### src/rtl/uart_tx_fifo.sv
// Buffered 8N1 UART transmitter: byte FIFO feeding a back-to-back frame shifter.
// Define UART_TX_PARITY_EN to insert an even-parity bit (8E1 frames).
module uart_tx_fifo #(
  parameter int unsigned CLOCKS_PER_BIT  = 35,
  parameter int unsigned FIFO_ADDR_WIDTH = 3
) (
  input  logic                       clock_input,
  input  logic                       reset,
  input  logic                       write_en,
  input  logic [7:0]                 write_data,
  output logic                       write_ready,
  output logic                       tx,
  output logic                       busy,
  output logic [FIFO_ADDR_WIDTH:0]   count
);

  localparam int unsigned DEPTH = 1 << FIFO_ADDR_WIDTH;
  localparam int unsigned CW    = FIFO_ADDR_WIDTH + 1;
  localparam int unsigned TW    = 16;

`ifdef UART_TX_PARITY_EN
  typedef enum logic [2:0] {S_IDLE, S_START, S_DATA, S_PARITY, S_STOP} state_t;
`else
  typedef enum logic [2:0] {S_IDLE, S_START, S_DATA, S_STOP} state_t;
`endif

  state_t                     state_q, state_d;
  logic [TW-1:0]              timer_q, timer_d;
  logic [2:0]                 idx_q, idx_d;
  logic [7:0]                 shift_q, shift_d;
  logic [FIFO_ADDR_WIDTH-1:0] rd_ptr_q, wr_ptr_q;
  logic [CW-1:0]              count_d;
  logic [7:0]                 mem [DEPTH];
  logic                       push, pop, timer_last, fifo_has, tx_d;
`ifdef UART_TX_PARITY_EN
  logic                       parity_q, parity_d;
`endif

  // Next-state, FIFO handshake and next tx value
  always_comb begin
    state_d    = state_q;
    timer_d    = timer_q + TW'(1);
    idx_d      = idx_q;
    shift_d    = shift_q;
    pop        = 1'b0;
    tx_d       = 1'b1;
`ifdef UART_TX_PARITY_EN
    parity_d   = parity_q;
`endif
    timer_last = (timer_q == TW'(CLOCKS_PER_BIT - 1));
    fifo_has   = (count != '0);
    push       = write_en && (count != CW'(DEPTH));

    case (state_q)
      S_IDLE: begin
        timer_d = '0;
        if (fifo_has) begin
          pop     = 1'b1;
          state_d = S_START;
          idx_d   = '0;
          shift_d = mem[rd_ptr_q];
`ifdef UART_TX_PARITY_EN
          parity_d = ^mem[rd_ptr_q];
`endif
        end
      end
      S_START: begin
        if (timer_last) begin
          timer_d = '0;
          state_d = S_DATA;
        end
      end
      S_DATA: begin
        if (timer_last) begin
          timer_d = '0;
          shift_d = {1'b0, shift_q[7:1]};
          idx_d   = idx_q + 3'd1;
`ifdef UART_TX_PARITY_EN
          if (idx_q == 3'd7) state_d = S_PARITY;
`else
          if (idx_q == 3'd7) state_d = S_STOP;
`endif
        end
      end
`ifdef UART_TX_PARITY_EN
      S_PARITY: begin
        if (timer_last) begin
          timer_d = '0;
          state_d = S_STOP;
        end
      end
`endif
      S_STOP: begin
        if (timer_last) begin
          timer_d = '0;
          // Queued data chains straight into the next start bit
          if (fifo_has) begin
            pop     = 1'b1;
            state_d = S_START;
            idx_d   = '0;
            shift_d = mem[rd_ptr_q];
`ifdef UART_TX_PARITY_EN
            parity_d = ^mem[rd_ptr_q];
`endif
          end else begin
            state_d = S_IDLE;
          end
        end
      end
      default: state_d = S_IDLE;
    endcase

    case (state_d)
      S_START:  tx_d = 1'b0;
      S_DATA:   tx_d = shift_d[0];
`ifdef UART_TX_PARITY_EN
      S_PARITY: tx_d = parity_d;
`endif
      default:  tx_d = 1'b1;
    endcase

    count_d = count + CW'(push) - CW'(pop);
  end

  // State, pointers and registered outputs
  always_ff @(posedge clock_input) begin
    if (reset) begin
      state_q     <= S_IDLE;
      timer_q     <= '0;
      idx_q       <= '0;
      shift_q     <= '0;
      rd_ptr_q    <= '0;
      wr_ptr_q    <= '0;
      count       <= '0;
      tx          <= 1'b1;
      write_ready <= 1'b1;
      busy        <= 1'b0;
`ifdef UART_TX_PARITY_EN
      parity_q    <= 1'b0;
`endif
    end else begin
      state_q     <= state_d;
      timer_q     <= timer_d;
      idx_q       <= idx_d;
      shift_q     <= shift_d;
      count       <= count_d;
      tx          <= tx_d;
      write_ready <= (count_d != CW'(DEPTH));
      busy        <= (state_d != S_IDLE) || (count_d != '0);
      if (push) wr_ptr_q <= wr_ptr_q + FIFO_ADDR_WIDTH'(1);
      if (pop)  rd_ptr_q <= rd_ptr_q + FIFO_ADDR_WIDTH'(1);
`ifdef UART_TX_PARITY_EN
      parity_q    <= parity_d;
`endif
    end
  end

  // FIFO storage; contents need no reset since pointers define validity
  always_ff @(posedge clock_input) begin
    if (push && !reset) mem[wr_ptr_q] <= write_data;
  end

endmodule

### config.mk
export PLATFORM = sky130hd
export DESIGN_NAME = uart_tx_fifo
export DESIGN_NICKNAME = d
export VERILOG_FILES = /design/src/rtl/uart_tx_fifo.sv
export SDC_FILE = /design/constraint.sdc
export NUM_CORES = 1
export LEC_CHECK = 0
export ABC_CLOCK_PERIOD_IN_PS = 3100
export CAP_MARGIN = 20
export CORE_MARGIN = 4
export CORE_UTILIZATION = 40
export DETAILED_ROUTE_END_ITERATION = 6
export GPL_ROUTABILITY_DRIVEN = 0
export GPL_TIMING_DRIVEN = 0
export PLACE_DENSITY_LB_ADDON = 0.25
export SYNTH_ARGS = -nofsm -noshare
export SYNTH_HDL_FRONTEND = slang
export SYNTH_SLANG_ARGS = --single-unit
export TNS_END_PERCENT = 1
### constraint.sdc
create_clock -name clock_input -period 3.1 [get_ports clock_input]
set_clock_uncertainty 0.05 [all_clocks]
set_input_delay 0.93 -clock clock_input [delete_from_list [all_inputs] [get_ports clock_input]]
set_output_delay 0.93 -clock clock_input [all_outputs]
set_load 0.005 [all_outputs]
# [After elaboration in Yosys (flattened, before gate mapping)]
# Memory sizes are Yosys's and may differ from the RTL's. A register that Yosys moved wholly into a read port is not among the register bits.
# Cells that the tools add are included.
[classes] n_addsub=6 reduce_logical=11 n_mux=25 eq_ne=11
[op_table] cell="$pmux 16 s2" n=1
[op_table] cell="$mux 3" n=10
[op_table] cell="$mux 8" n=3
[op_table] cell="$pmux 8 s3" n=1
[op_table] cell="$add 16x1->16 const B" n=1
[op_table] cell="$eq 16x6->1 const B" n=1
[op_table] cell="$mux 16" n=1
[op_table] cell="$pmux 3 s4" n=1
[op_table] cell="$add 3x1->3 const B" n=3
[op_table] cell="$eq 3x2->1 const B" n=3
[op_table] cell="$pmux 3 s3" n=1
[op_table] cell="$ne 4x4->1 const B" n=2
[op_table] cell="$reduce_bool 4->1" n=2
[op_table] cell="$eq 3x1->1 const B" n=2
[op_table] cell="$reduce_bool 3->1" n=2
[op_table] cell="$mux 1" n=5
[op_table] cell="$add 4x1->4" n=1
[op_table] cell="$ne 2x2->1 const B" n=2
[op_table] cell="$pmux 1 s2" n=2
[op_table] cell="$sub 4x1->4" n=1
[op_table] cell="$eq 3x3->1 const B" n=1
[op_table] cell="$logic_not 3->1" n=1
[op_table] cell="$reduce_and 3->1" n=1
[op_table] cell="$reduce_or 3->1" n=1
[op_table] cell="other kinds (3)" n=4
[totals] register_bits=43 mem_bits_rw=64 input_bits=11 mem_count=1 word_cells=65 output_inout_bits=7
[mem_list] memory="mem" depth=8 word_bits=8 read_ports=1 rd_clocked_by_memory_dff=1 write_ports=1 line="33" source="logic [7:0] mem [DEPTH];"

# [Depth between registers and ports, before layout]
# Gate-level depths: netlist of the first run.
[depth] word_depth=7 ltp_mapped=13 depth_no_buf=12

# [Worst setup path after synthesis of the first run]
# OpenSTA, ideal clock, no wires.
[synth_path] path_kind="in2reg" startpoint="in count[2]" endpoint="reg busy" slack_ns=0.218 setup_ns=0.132 arrival_time_ns=2.701 n_path_buf=1 stages=13 t_required_ns=2.918 path_cell_list="dfxtp_1 -> inv_1 -> ha_1 -> nor3b_4 -> or4_4 -> a21oi_2 -> buf_6 -> xnor2_1 -> ha_1 -> fa_1 -> xnor2_1 -> nor3b_1 -> a31oi_1"
[synth_via] elab_chain_len=7 word_cells_on_any_way=15 classes_between="2 x add/sub; 1 x eq/ne; 7 x mux; 5 x reduce/logical"
[synth_rtl] item="start, declared" line="14" source="output logic [FIFO_ADDR_WIDTH:0] count"
[synth_rtl] item="parallel branches: the longest is 6 deep, another holds $add 4x1->4"
[synth_rtl] item="$logic_or 1x1->1 *" line="149" source="busy <= (state_d != S_IDLE) || (count_d != '0);"
[synth_rtl] item="end signal, assigned" line="149"
[synth_rtl] item="end, declared" line="13" source="output logic busy,"
# Mark *: on every way between the ends.
# A chain may end at the register's enable or synchronous reset.

# [Worst setup path in the final report of the first run]
# Ends and elaborated chain as after synthesis.

==> impl_results.md, run 1 <==
* Row cnt at 39
* Syn nets at 360
* Sw power at 1.13 mW
* Ports at 18
* Synthesized area at 4670 um^2
* Internal Power at 2.89 mW
* Vias per cell at 5.15
* Post-synth EDFFs at 64
* Clock Pin Slew Worst Setup and Hold Paths at 80 ps
* Placed cell areas at 5070 um^2
* Ant diodes at 0
* CP Data Required Time at 3280 ps
* RSZ-0062 raised after global routing: true
* Adder-cell share of the synthesized area at 3.37%
* Vias in the first global route at 2793
* CP max-delay cell: or4_4
* Most common cell after layout, fill and taps aside: edfxtp_1
* Crit-path cells: inv_1, ha_1, nor3b_4, or4_4, a21oi_4, buf_6, xnor2_1, ha_1, fa_2, xnor2_2, nor3b_4, a31oi_1
* WL/cell at 16.5 um
* Fin crit period at 2960 ps
* Leading post-synthesis cells by cell area: edfxtp_1, dfxtp_1, mux4_2, nor2_1, ha_1
* Largest net degree at the start of global routing at 21
* Final core utilization at 47.5%
* Xor and xnor area share after synthesis at 3.94%
* Most frequent cells in the layout: edfxtp_1, dfxtp_1, nor2_1
* Synth-to-Final Area Change at 16.0%
* Pre-antenna DRT Iters at 4
* Root Driver: clkbuf_16
* Syn avg cell area at 13.9 um^2
* Initial antenna violation count at 0
* Largest family of logic cells by synthesized area: simple AND/OR/NAND/NOR gates
* Antenna Nets Post-Route at 0
* Clk_lat worst skew at 350 ps
* Area leader, netlist: edfxtp_1
* Synth Area in Compound Gates at 5.46%
* DIE WIDTH at 116 um
* Asr flop ratio synth at 0%
* Synth warn at 0
* Sw frac at 28.1%
* Clock Sinks at 110
* DRC Markers at 0
* Total vias in the final route at 2670
* Combinational share of power at 27.0%
* Clk buf depth at 2
* Std-Cell Core Area at 11400 um^2
* Routed Wire Length at 8550 um
* Max-cap viol count at 0
* Sequential power share at 43.6%
* Clk pwr share at 29.4%
* Post-Synth Simple-Gate Area at 13.8%
* Global-route wire length before repair at 14300 um
* Register area share after synthesis at 60.8%
* CTS tree: built
* #FFs+latches synth at 110
* CP max FO at 6
* Overall power at 4.01 mW
* Hold Vio Cnt, Final at 0
* Worst hold path class: flop to flop
* Worst EP arrival at 3140 ps
* Top cell type's share of synthesized area at 41.1%
* Pin slew with the least headroom to its limit at 972 ps
* Leak at 1.80 nW
* GRT Total Usage at 14.2%
* Final Setup Violations at 0
* Num CTS Buffers at 9
* Port bufs at 17
* Largest stage delay on the critical path at 560 ps
* Final Cell Area at 5420 um^2
* Yosys cell types at 56
* Post-cts hold buffer count at 0
* Final Max Slew Viols at 0
* Pwr dens at 740 nW/um^2
* Critical path class: flop to flop
* Starting DRT DRC Count at 142
* Outcome: finished clean
* Die Y at 116 um
* Global route overflow at 0
* Worst path bufs/invs at 2
* Fin crit share at 95.6%
* Layout cell share with drive strength beyond 1 at 20.8%
* Detailed placement HPWL at 5740 um
* Peak VDD IR at 0.375 mV
* Worst setup EP type: flop
* Full die area at 13500 um^2
* Cells after synthesis at 337
* Mux contribution to synthesized area at 9.77%
* Maximum clock rate at 0.338 GHz
* Htree depth at 3
* Starting Density at 40.9%
* Slew headroom at 35.0%
* Nets@finish at 393
* Ys flop type: edfxtp_1
* Delay-heaviest family, CP: simple AND/OR/NAND/NOR gates
* CP Launch Type: flop
[stage by stage]
step	hold slack, ps	instances	setup slack, ps	TNS (ps)
5_1_grt	472	518	-84.8	-1390
3_5_place_dp	406	500	-263	-6890
3_3_place_gp	397	497	-1050	-27590
6_report	424	518	137	0
4_1_cts	423	518	52.6	0
2_1_floorplan	380	337	218	0
[sequential cells by signal, indices dropped and copies added (netlist names), named ones only]
register and cells:
busy 1, count 4, idx_q 3, mem 64, rd_ptr_q 3, shift_q 8, state_q 3, timer_q 16
tx 1, wr_ptr_q 3, write_ready 1
[Yosys cell counts, types with 3 or more instances]
cell type / count
mux2i_1: 4
mux2_2: 5
nand2_1: 23
clkbuf_8: 3
a21oi_1: 13
dfxtp_1: 46
xnor2_1: 11
edfxtp_1: 64
nor2b_1: 5
xor2_1: 10
nor3_1: 10
mux4_2: 16
nor4_1: 4
buf_2: 4
inv_1: 7
nand3_1: 6
a22oi_1: 8
ha_1: 11
a31oi_1: 3
nor2_1: 40
[path summary, 6_finish.rpt]
| kind | start | end | slack (ps) | cells past startpoint |
|---|---|---|---|---|
| setup / recovery | count[2]$_SDFF_PP0_ | busy$_SDFF_PP0_ | 140 | 12 |
| hold / removal | timer_q[0]$_SDFF_PP0_ | timer_q[0]$_SDFF_PP0_ | 420 | 1 |
| setup reg to reg | count[2]$_SDFF_PP0_ | busy$_SDFF_PP0_ | 140 | 12 |
| hold reg to reg | timer_q[0]$_SDFF_PP0_ | timer_q[0]$_SDFF_PP0_ | 420 | 1 |
[cell families (layout without fill, tap and decap cells)]
logic type	Yosys count	count (layout)
buffers and inverters	19	57
and+or+nand+nor	113	113
DFF	110	110
adders and majority gates	12	12
AOI/OAI and AO/OA	36	36
other	1	1
muxes	25	25
xor gates and xnor gates	21	21
[routing by layer]
metal,vias up,track usage [%],share of wire [%]
met2,33,24.3,51
li1,1317,-,-
met5,-,0,0
met4,0,4.41,1.3
met1,1310,17.6,44
met3,10,4.04,3.3
[layout make-up]
class,count,area (um^2)
clock inverter,7,80.1
buffer,12,103
clock buffer,9,225
sequential,110,2840
tap,143,179
multi-input combinational,208,1760
inverter,7,26.3
timing repair buffer,22,208
fill,1013,6000
[power by group through the flow]
stage	combinational (mW)	clock, mW	sequential, mW
2_1_floorplan	0.709	0	1.77
3_3_place_gp	0.952	0	1.78
3_5_place_dp	0.970	0	1.78
4_1_cts	1.03	1.21	1.75
5_1_grt	1.19	1.28	1.77
6_report	1.08	1.18	1.75
[timing repair]
action,4_1_cts,5_1_grt
cloned,0,0
buffers inserted,2,0
pin swaps,1,1
resized for setup,3,3
endpoints found under the setup margin,2,22
Power figures use the tool's default switching activity.
==> run 2, diff against run 1 <==
Settings changed: ABC_CLOCK_PERIOD_IN_PS 3100 to 2600.
Clock period 3.1 ns to 2.6 ns, I/O delays scaled along.
==> run 2 against run 1 <==
Net effect: largest power group unchanged; critical endpoint is now mem[4][2]$_DFFE_PP_; the flow now finishes with violations (setup timing); non-clock buffer count increased by 3; power grew 26%; global-route usage decreased by 0.069 points; final cell count is 0.58% higher; critical path type is now primary input to flop; via count increased by 0.26%.
==> impl_results.md, run 2 (synthesis results as in run 1) <==
* Worst hold path class: flop to flop
* Sequential power share at 41.4%
* Sw power at 1.38 mW
* Full die area at 13500 um^2
* Ant diodes at 0
* DRC Markers at 0
* Global-route wire length before repair at 14400 um
* Pre-antenna DRT Iters at 4
* Peak VDD IR at 0.616 mV
* GRT Total Usage at 14.2%
* DIE WIDTH at 116 um
* Root Driver: clkbuf_16
* Hold Path End: timer_q[0]$_SDFF_PP0_
* CP Data Required Time at 2600 ps
* Fin crit share at 108%
* Reg2Reg Depth at 12
* Top Registers: mem (64), timer_q (16), shift_q (8)
* Final Max Slew Viols at 0
* GR Util met1 at 19.0%
* RSZ-0062 raised after global routing: true
* Maximum clock rate at 0.357 GHz
* Clk pwr share at 30.4%
* Die Y at 116 um
* Crit-path cells: clkdlybuf4s50_1, a21boi_0, nand2_1, nor4_2, buf_4
* R2r startpoint: count[2]$_SDFF_PP0_
* Worst r2r dst: busy$_SDFF_PP0_
* Biggest register: mem
* Num CTS Buffers at 9
* Clock Pin Slew Worst Setup and Hold Paths at 70 ps
* Hold Vio Cnt, Final at 0
* Htree depth at 3
* Internal Power at 3.66 mW
* Initial antenna violation count at 0
* Met3 Usage GRT at 3.73%
* Max-cap viol count at 0
* CP max FO at 6
* Outcome: complete, but fails checks
* Slew headroom at 42.6%
* Critical path class: primary input to flop
* Vias per cell at 5.14
* Clk_lat worst skew at 350 ps
* Gr busiest metal: met2
* Failing checks: setup timing
* WL/cell at 16.6 um
* CTS tree: built
* Overall power at 5.04 mW
* Clock Sinks at 110
* Global route overflow at 0
* R2R Setup Slk at -200 ps
* Most common cell after layout, fill and taps aside: edfxtp_1
* Nets@finish at 396
* Sw frac at 27.3%
* Starting DRT DRC Count at 172
* Largest net degree at the start of global routing at 20
* Most frequent cells in the layout: edfxtp_1, dfxtp_1, nor2_1
* Placed cell areas at 5080 um^2
* Min-delay src: timer_q[0]$_SDFF_PP0_
* Synth-to-Final Area Change at 18.6%
* Leak at 1.84 nW
* Clk buf depth at 2
* Starting Density at 40.9%
* Final WS setup at -201 ps
* Worst setup EP type: flop
* Total vias in the final route at 2677
* Layout cell share with drive strength beyond 1 at 24.3%
* Pin slew with the least headroom to its limit at 856 ps
* Routed Wire Length at 8640 um
* Final Cell Area at 5540 um^2
* Pwr dens at 909 nW/um^2
* Fin crit period at 2800 ps
* Max reg flops at 64
* Antenna Nets Post-Route at 0
* Met2 global-route usage at 23.0%
* Layout filler cell count at 1023
* Largest stage delay on the critical path at 480 ps
* Vias in the first global route at 2723
* Detailed placement HPWL at 5810 um
* Ports at 18
* Port bufs at 17
* Row cnt at 39
* Std-Cell Core Area at 11400 um^2
* Hold path cells at 1
* CP Launch Type: primary input
* Combinational share of power at 28.2%
* Worst EP arrival at 2800 ps
* Final Setup Violations at 10
* CP max-delay cell: a21boi_0
run 2: critical path: cells and delay by family:
family / cells / cell delay, ps
compound gates: 1 / 480
buf+inv: 2 / 750
simple gates: 2 / 780
run 2: how the worst max path moves through the flow:
stage | end | startpoint | slack, ps | cells past startpoint
final | mem[4][2]$_DFFE_PP_ | write_en | -200 | 5
after global routing | mem[4][0]$_DFFE_PP_ | write_en | -350 | 5
after CTS | busy$_SDFF_PP0_ | count[2]$_SDFF_PP0_ | -210 | 12
after detailed placement | mem[6][4]$_DFFE_PP_ | write_en | -580 | 4
after global placement | mem[4][5]$_DFFE_PP_ | write_en | -1490 | 4
after floorplan | busy$_SDFF_PP0_ | count[2]$_SDFF_PP0_ | -140 | 12
run 2: layout make-up:
| class | instances | area, um^2 | share of cell area (%) |
|---|---|---|---|
| clock inverter | 6 | 101 | 1.83 |
| buffer | 12 | 103 | 1.85 |
| tap | 143 | 179 | 3.23 |
| sequential | 110 | 2850 | 51.3 |
| multi-input combinational | 208 | 1810 | 32.7 |
| timing repair buffer | 25 | 234 | 4.22 |
| inverter | 7 | 28.8 | 0.519 |
| clock buffer | 10 | 239 | 4.31 |
run 2: power groups by stage:
stage / clock [mW] / combinational, mW / sequential, mW
floorplan: 0 / 0.870 / 2.11
global placement: 0 / 1.17 / 2.12
detailed placement: 0 / 1.19 / 2.13
CTS: 1.56 / 1.42 / 2.09
global route: 1.65 / 1.57 / 2.10
finish: 1.53 / 1.42 / 2.09
run 2: metal layers:
| layer | wire length (um) | part of all wire (%) |
|---|---|---|
| met2 | 4090 | 47 |
| met3 | 261 | 3.0 |
| met5 | 0 | 0 |
| met1 | 4210 | 49 |
| met4 | 81 | 0.94 |
run 2: what timing repair did:
action	in CTS	in global routing
resized for setup	12	5
hold buffers	0	0
endpoints found under the setup margin	29	43
setup buffers	6	0
pin swaps	8	0
run 2: metrics by stage:
step           cells  setup TNS, ps  hold slack [ps]  worst slack (ps)  util (%)
6_report         521          -1710              424              -201      48.6
5_1_grt          521          -4640              459              -352      48.6
4_1_cts          521           -878              429              -208      48.4
3_5_place_dp     499         -21460              413              -584      44.5
3_3_place_gp     497         -51890              394             -1490      44.1
2_1_floorplan    337           -254              380              -138         -
==> run 3, diff against run 2 <==
Settings changed: TNS_END_PERCENT 1 to 50.
==> run 3 against run 2 <==
Net effect: the flow still finishes with violations (setup timing); global-route usage shrank 0.066 points; sequential power is essentially flat; die area is the same; maximum frequency grew 0.73%; largest cell class unchanged.
==> impl_results.md, run 3 (synthesis results as in run 1) <==
* Place WS at -584 ps
* Detailed placement HPWL at 5810 um
* Htree depth at 3
* Die Y at 116 um
* Layout cell share with drive strength beyond 1 at 25.3%
* Peak VDD IR at 0.618 mV
* Ports at 18
* Outcome: complete, but fails checks
* Fin crit share at 107%
* Critical path class: flop to flop
* TNS Setup at -400 ps
* GRT Total Usage at 14.1%
* Row cnt at 39
* Leak at 1.84 nW
* Delay-heaviest family, CP: simple AND/OR/NAND/NOR gates
* Pre-antenna DRT Iters at 4
* Starting Density at 40.9%
* Clk buf depth at 2
* Global-route wire length before repair at 14300 um
* Most frequent cells in the layout: edfxtp_1, dfxtp_1, nor2_1
* Vias in the first global route at 2722
* Top Registers: mem (64), timer_q (16), shift_q (8)
* Final Max Slew Viols at 0
* Port bufs at 17
* Hold Path End: timer_q[0]$_SDFF_PP0_
* DRC Markers at 0
* Pwr dens at 903 nW/um^2
* DIE WIDTH at 116 um
* CP Data Required Time at 2780 ps
* Worst r2r dst: busy$_SDFF_PP0_
* Clock Sinks at 110
* Root Driver: clkbuf_16
* CP Launch Type: flop
* Maximum clock rate at 0.360 GHz
* Worst hold path class: flop to flop
* Most common cell after layout, fill and taps aside: edfxtp_1
* Ant diodes at 0
* WL/cell at 16.4 um
* WL met2 at 3980 um
* Clk_lat worst skew at 350 ps
* Starting DRT DRC Count at 174
* Hold Vio Cnt, Final at 0
* Failing checks: setup timing
* Max Used Layer: met4
* Routed Wire Length at 8590 um
* Overall power at 5.03 mW
* Antenna Nets Post-Route at 0
* Layout filler cell count at 1010
* Min-delay src: timer_q[0]$_SDFF_PP0_
* Final Cell Area at 5570 um^2
* Crit-path cells: inv_2, ha_4, nor3b_4, or4_4, a21oi_4, buf_6, xnor2_2, ha_2, fa_2, xnor2_2, nor3b_4, a31oi_1
* Worst setup EP type: flop
* Met3 routed WL at 263 um
* R2r startpoint: count[2]$_SDFF_PP0_
* RSZ-0062 raised after global routing: true
* CTS tree: built
* Global route overflow at 0
* Clock Pin Slew Worst Setup and Hold Paths at 70 ps
* Final std cells w/o fill at 522
* Num CTS Buffers at 9
* Worst EP arrival at 2960 ps
* Largest stage delay on the critical path at 520 ps
* Synth-to-Final Area Change at 19.3%
* Worst path depth at 12
* Hold path cells at 1
* CP max-delay cell: or4_4
* Std-Cell Core Area at 11400 um^2
* Vias per cell at 5.10
* CP max FO at 2
* Initial antenna violation count at 0
* Max-cap viol count at 0
* Biggest register: mem
* Met1 Wirelength at 4270 um
* Placed cell areas at 5080 um^2
* R2R Setup Slk at -180 ps
* Largest net degree at the start of global routing at 20
* Full die area at 13500 um^2
* Pin slew with the least headroom to its limit at 865 ps
* Reg2Reg Depth at 12
* Nets@finish at 397
* Final Setup Violations at 4
* Max reg flops at 64
* Slew headroom at 42.0%
* Total vias in the final route at 2661
* Final WS setup at -181 ps
* Worst path bufs/invs at 2
* Placed cells at 499
* Fin crit period at 2780 ps
## run 3: per-layer routing
metal / track usage, % / up-vias
met5: 0 / -
met4: 3.71 / 0
met3: 3.73 / 6
met2: 22.9 / 29
met1: 18.9 / 1303
li1: - / 1323
## run 3: cell type report
cell class	instances	area, um^2	share of cell area [%]
inverter	7	26.3	0.471
multi-input combinational	208	1840	33.0
clock inverter	6	101	1.82
timing repair buffer	26	238	4.27
tap	143	179	3.21
clock buffer	10	239	4.29
buffer	12	103	1.84
sequential	110	2850	51.1
## run 3: how the worst max path moves through the flow
stage | startpoint | end | slack, ps
floorplan | count[2]$_SDFF_PP0_ | busy$_SDFF_PP0_ | -140
global placement | write_en | mem[4][5]$_DFFE_PP_ | -1490
detailed placement | write_en | mem[6][4]$_DFFE_PP_ | -580
CTS | count[2]$_SDFF_PP0_ | busy$_SDFF_PP0_ | -190
global route | count[2]$_SDFF_PP0_ | busy$_SDFF_PP0_ | -300
finish | count[2]$_SDFF_PP0_ | busy$_SDFF_PP0_ | -180
## run 3: worst reg2reg max path, delay by kind of cell, from the launching register on
family,cells,cell delay [ps]
flip-flops,1,330
adder cells (fa/ha/maj),3,760
XOR/XNOR,2,210
buffers and inverters,2,170
AND/OR/NAND/NOR,3,890
AO/OA/AOI/OAI,2,250
## run 3: stage by stage
step                      util, %  hold slack (ps)
final                        48.8              424
after CTS                    48.6              429
after global placement       44.1              394
after global routing         48.8              459
after floorplan                 -              380
after detailed placement     44.5              413
## run 3: repair_timing
item / CTS / global route
buffers inserted: 8 / 0
gates resized for setup: 13 / 8
endpoints found under the setup margin: 29 / 43
hold buffers: 0 / 0
pin swaps: 10 / 0
## run 3: power by group
part           total (mW)  internal (mW)  switching (mW)
clock                1.53          0.891           0.639
sequential           2.09           1.99          0.0969
combinational        1.41          0.767           0.646
total                5.03           3.65            1.38
